File: config.mk
export PLATFORM = sky130hd
export DESIGN_NAME = grid_renderer
export DESIGN_NICKNAME = d
export VERILOG_FILES = /design/src/rtl/grid_renderer_pkg.sv /design/src/rtl/grid_colour_lut.sv /design/src/rtl/grid_renderer.sv
export SDC_FILE = /design/constraint.sdc
export NUM_CORES = 1
export LEC_CHECK = 0
export CAP_MARGIN = 20
export CORE_AREA = 5 5 56 58
export DETAILED_ROUTE_END_ITERATION = 16
export DIE_AREA = 0 0 61 63
export PLACE_DENSITY_LB_ADDON = 0.08
export SYNTH_ARGS = -nofsm -noshare
export SYNTH_HDL_FRONTEND = slang
export SYNTH_SLANG_ARGS = --single-unit
File: constraint.sdc
create_clock -name clock -period 3.05 [get_ports clock]
set_input_delay 0.61 -clock clock [delete_from_list [all_inputs] [get_ports clock]]
set_output_delay 0.61 -clock clock [all_outputs]
set_load 0.01 [all_outputs]
File: src/rtl/grid_renderer_pkg.sv
// grid_renderer_pkg: grid dimensions, cell-value encodings and colour constants
// shared by the renderer and the level loading logic.
package grid_renderer_pkg;
  localparam int GRID_W = 40;
  localparam int GRID_H = 30;
  typedef enum logic [2:0] {
    CELL_EMPTY = 3'd0,
    CELL_WALL  = 3'd1,
    CELL_FIRE  = 3'd2,
    CELL_GRASS = 3'd3,
    CELL_WATER = 3'd4,
    CELL_GOLD  = 3'd5
  } cell_t;
  localparam logic [2:0] COL_BLACK  = 3'b000;
  localparam logic [2:0] COL_WHITE  = 3'b111;
  localparam logic [2:0] COL_RED    = 3'b100;
  localparam logic [2:0] COL_GREEN  = 3'b010;
  localparam logic [2:0] COL_BLUE   = 3'b001;
  localparam logic [2:0] COL_YELLOW = 3'b110;
endpackage

File: src/rtl/grid_colour_lut.sv
// grid_colour_lut: maps a 3-bit cell value to its RGB plot colour.
module grid_colour_lut
  import grid_renderer_pkg::*;
(
  input  logic [2:0] value,
  output logic [2:0] colour
);
  // Values 5..7 all render as gold.
  always_comb colour = value == CELL_EMPTY ? COL_BLACK :
                       value == CELL_WALL  ? COL_WHITE :
                       value == CELL_FIRE  ? COL_RED   :
                       value == CELL_GRASS ? COL_GREEN :
                       value == CELL_WATER ? COL_BLUE  : COL_YELLOW;
endmodule

File: src/rtl/grid_renderer.sv
// grid_renderer: walks the grid row-major and plots each cell as a 4x4 pixel block.
module grid_renderer #(
  parameter int GRID_W  = grid_renderer_pkg::GRID_W,
  parameter int GRID_H  = grid_renderer_pkg::GRID_H,
  parameter int CELL_PX = 4
) (
  input  logic       clock,
  input  logic       reset,
  input  logic       start,
  output logic       done,
  output logic [5:0] grid_x,
  output logic [4:0] grid_y,
  input  logic [2:0] grid_out,
  output logic [7:0] vga_x,
  output logic [6:0] vga_y,
  output logic [2:0] vga_colour,
  output logic       vga_plot
);
  import grid_renderer_pkg::*;
  localparam logic [2:0] IDLE    = 3'd0;
  localparam logic [2:0] INIT    = 3'd1;
  localparam logic [2:0] FETCH   = 3'd2;
  localparam logic [2:0] LATCH   = 3'd3;
  localparam logic [2:0] PLOT    = 3'd4;
  localparam logic [2:0] ADVANCE = 3'd5;
  localparam logic [2:0] DONE    = 3'd6;
  localparam logic [5:0] X_LAST   = 6'(GRID_W - 1);
  localparam logic [4:0] Y_LAST   = 5'(GRID_H - 1);
  localparam logic [3:0] CNT_LAST = 4'(CELL_PX * CELL_PX - 1);
  logic [2:0] state;
  logic [3:0] cnt;
  logic [2:0] colour;
  grid_colour_lut u_lut (.value(grid_out), .colour(colour));
  assign vga_plot = state == PLOT;
  assign done     = state == DONE;
  // With 4-pixel cells, concatenation is the exact x*4+offset with no truncation.
  assign vga_x = {grid_x, cnt[1:0]};
  assign vga_y = {grid_y, cnt[3:2]};
  always_ff @(posedge clock) begin
    if (!reset) begin
      state      <= IDLE;
      grid_x     <= '0;
      grid_y     <= '0;
      cnt        <= '0;
      vga_colour <= '0;
    end else begin
      case (state)
        IDLE: state <= start ? INIT : IDLE;
        INIT: begin
          grid_x <= '0;
          grid_y <= '0;
          cnt    <= '0;
          state  <= FETCH;
        end
        FETCH: state <= LATCH;
        LATCH: begin
          vga_colour <= colour;
          state      <= PLOT;
        end
        PLOT: begin
          cnt   <= cnt + 4'd1;
          state <= cnt == CNT_LAST ? ADVANCE : PLOT;
        end
        ADVANCE: begin
          if (grid_x == X_LAST && grid_y == Y_LAST) begin
            state <= DONE;
          end else begin
            grid_x <= grid_x == X_LAST ? 6'd0 : grid_x + 6'd1;
            grid_y <= grid_x == X_LAST ? grid_y + 5'd1 : grid_y;
            state  <= FETCH;
          end
        end
        DONE: state <= IDLE;
        default: state <= IDLE;
      endcase
    end
  end
endmodule

==> qor.csv <==
metric,value,unit
status,completed,
synth_edf_count,0,
design.die.area,3840,um^2
final_nets,186,
hold_buffers,0,
yosys-top-cells-count,"dfxtp_1, a21oi_1, nand2_1, nor2_1, buf_4",
cts-root-buf,clkbuf_4,
yosys_register_bits,21,
slew_violations,0,
tns,0,ns
fillers,257,
drc,0,
power_leakage,0.504,nW
clkPwrFrac,29.6,%
hp-class,flip-flop to flip-flop,
max_freq,0.396,GHz
combinationalPowerShare,9.4,%
syn_nets,165,
grt_pass1_vias,1089,
p_switching,128,uW
cap_viol_max_count,0,
critPathCaptureType,output port,
critical_path.cell_chain,nand2b_1 -> nor2_1 -> clkdlybuf4s50_1,
grt_max_degree,19,
area.sequential,420,um^2
antenna_found_initial,0,
clk_latency,0.31,ns
hpwl,2.05,mm
overflow,0,
syn_area_per_cell,7.88,um^2
relSlewSlack,63.0,%
worst_pin_slew,0.554,ns
postSynthCellCount,155,
worst-path-buf-inv,1,
clkTransAtPathRegs,0.14,ns
htreeDepth,1,
critPathLaunchType,flip-flop,
via_per_inst,5.71,
finClkSkew,0.0187,ns
synth-async-reset-ratio,0,%
synth_cell_types,44,
clockBufferDepth,2,
path_delay_family,flip-flops,
cts_setup_buffers,0,
cp_max_fo,18,
synthTopCellsByArea,"dfxtp_1, buf_4, a21oi_1",
num_vias,1176,
drt_iter0_drc,25,
post-route-period-util,82.7,%
ys.flop_type,dfxtp_1,
coreArea,2620,um^2
setup_violations,0,
wl_per_cell,13.8,um
die_w,61,um
rsz0062_at_grt,false,
netlist.top_cell.by_area,dfxtp_1,
yosysWarnings,0,
switching_share,26.8,%
vdd_drop_max,0.219,mV
syn-cell-area,1220,um^2
place_area,1500,um^2
initial_core_util,46.7,%
insertedDiodeCount,0,
seqPwrFrac,61.0,%
io_buffers,36,
final_util,58.5,%
synth.most_common_cell,dfxtp_1,
cp.arrival,1.91,ns
multi_input_area,659,um^2
ant_nets,0,
gp_congestion,0.839,
die_h,63,um
crit_type,flip-flop to output port,
p_int,349,uW
drive_above_1_share,4.57,%
clock-sinks,21,
crit_required,2.44,ns
io_pins,37,
powerDensity,311,nW/um^2
cts-resized-gates,0,
synth_top_area_share,34.4,%
period_minus_slack,2.52,ns
wirelength,2.85,mm
synth_seq_area_share,34.4,%
cts_tree,yes,
drt_first_pass_iters,4,
areaGrowthSynthToFinish,25.2,%
hold_violations,0,
slowest_stage,dfxtp_1,
rows,19,
cts_buffers,3,
max_stage_delay,0.69,ns
grt_use_total,15.9,%
grt_pass1_wl,4.89,mm
final_area,1530,um^2
-- per-stage QoR --
step | total power, mW | cells | hold WS (ns) | setup WS, ns
after floorplan | 0.324 | 155 | 0.476 | 1.37
after global placement | 0.339 | 202 | 0.450 | 0.791
after detailed placement | 0.341 | 202 | 0.454 | 0.736
after CTS | 0.479 | 206 | 0.474 | 0.516
after global routing | 0.498 | 206 | 0.496 | 0.428
final | 0.476 | 206 | 0.465 | 0.528
-- state kept, by name, summed over array words and instances (netlist names) --
register,cells
state,3
cnt,4
vga_colour,3
grid_y,5
grid_x,6
-- final cells by class --
class                   count  share of cell area [%]
clock buffers               3                    1.47
clock inverters             1                   0.327
inverters                   6                    1.47
multi-input cells         108                    43.1
flip-flops and latches     21                    27.5
well taps                  31                    2.54
repair buffers             36                    23.6
-- power groups by stage --
stage / combinational [mW] / sequential [mW] / clock (mW)
floorplan: 0.0375 / 0.287 / 0
global placement: 0.0436 / 0.296 / 0
detailed placement: 0.0445 / 0.296 / 0
CTS: 0.0449 / 0.290 / 0.144
global route: 0.0506 / 0.292 / 0.156
finish: 0.0449 / 0.291 / 0.141
-- worst min-delay path: cells and delay by family (launching register included) --
kind               cells  cell delay [ns]
AOI/OAI and AO/OA      1             0.05
DFF                    1             0.34
and+or+nand+nor        1             0.05
-- cell usage in the layout (no fill, tap or decap), types with 2 or more instances in the layout --
cell / Yosys / final
a21o_1: 2 / 2
clkbuf_4: 0 / 3
nand4_1: 3 / 3
nand3b_1: 4 / 4
dfxtp_1: 21 / 21
nand2_1: 15 / 15
o21ai_0: 6 / 6
a21oi_1: 15 / 15
or4_1: 3 / 3
nor2_1: 14 / 14
inv_1: 6 / 6
clkdlybuf4s50_1: 0 / 36
o22ai_1: 2 / 2
xnor2_1: 2 / 2
nor3_1: 5 / 5
o211ai_1: 2 / 2
and2_1: 3 / 3
nand2b_1: 3 / 3
nand3_1: 3 / 3
ha_1: 4 / 4
-- per-layer routing --
| layer | vias up | track usage (%) | part of all wire, % |
|---|---|---|---|
| met1 | 551 | 21.4 | 45 |
| li1 | 586 | - | - |
| met4 | 0 | 5.42 | 1.1 |
| met5 | - | 0 | 0 |
| met3 | 4 | 3.10 | 5.7 |
| met2 | 35 | 24.9 | 48 |
-- final timing paths --
| kind | slack, ns | endpoint | cells after the start | start |
|---|---|---|---|---|
| hold / removal | 0.47 | vga_colour[2] | 2 | vga_colour[2] |
| hold reg to reg | 0.47 | vga_colour[2] | 2 | vga_colour[2] |
| setup reg to reg | 1.21 | grid_y[4] | 5 | grid_x[0] |
| setup / recovery | 0.53 | vga_plot | 3 | state[2] |
-- cells by family (layout without fill, tap and decap cells) --
kind of cell             after synthesis  after routing  synth area share, %
flip-flops                            21             21                 34.4
XOR/XNOR                               2              2                 1.43
multiplexers                           2              2                 1.74
buffers and inverters                 26             46                 11.6
AO/OA/AOI/OAI                         37             37                 18.4
AND/OR/NAND/NOR                       63             63                 28.3
adder cells (fa/ha/maj)                4              4                 4.10
Note: power is estimated with default switching activity, not from simulation.
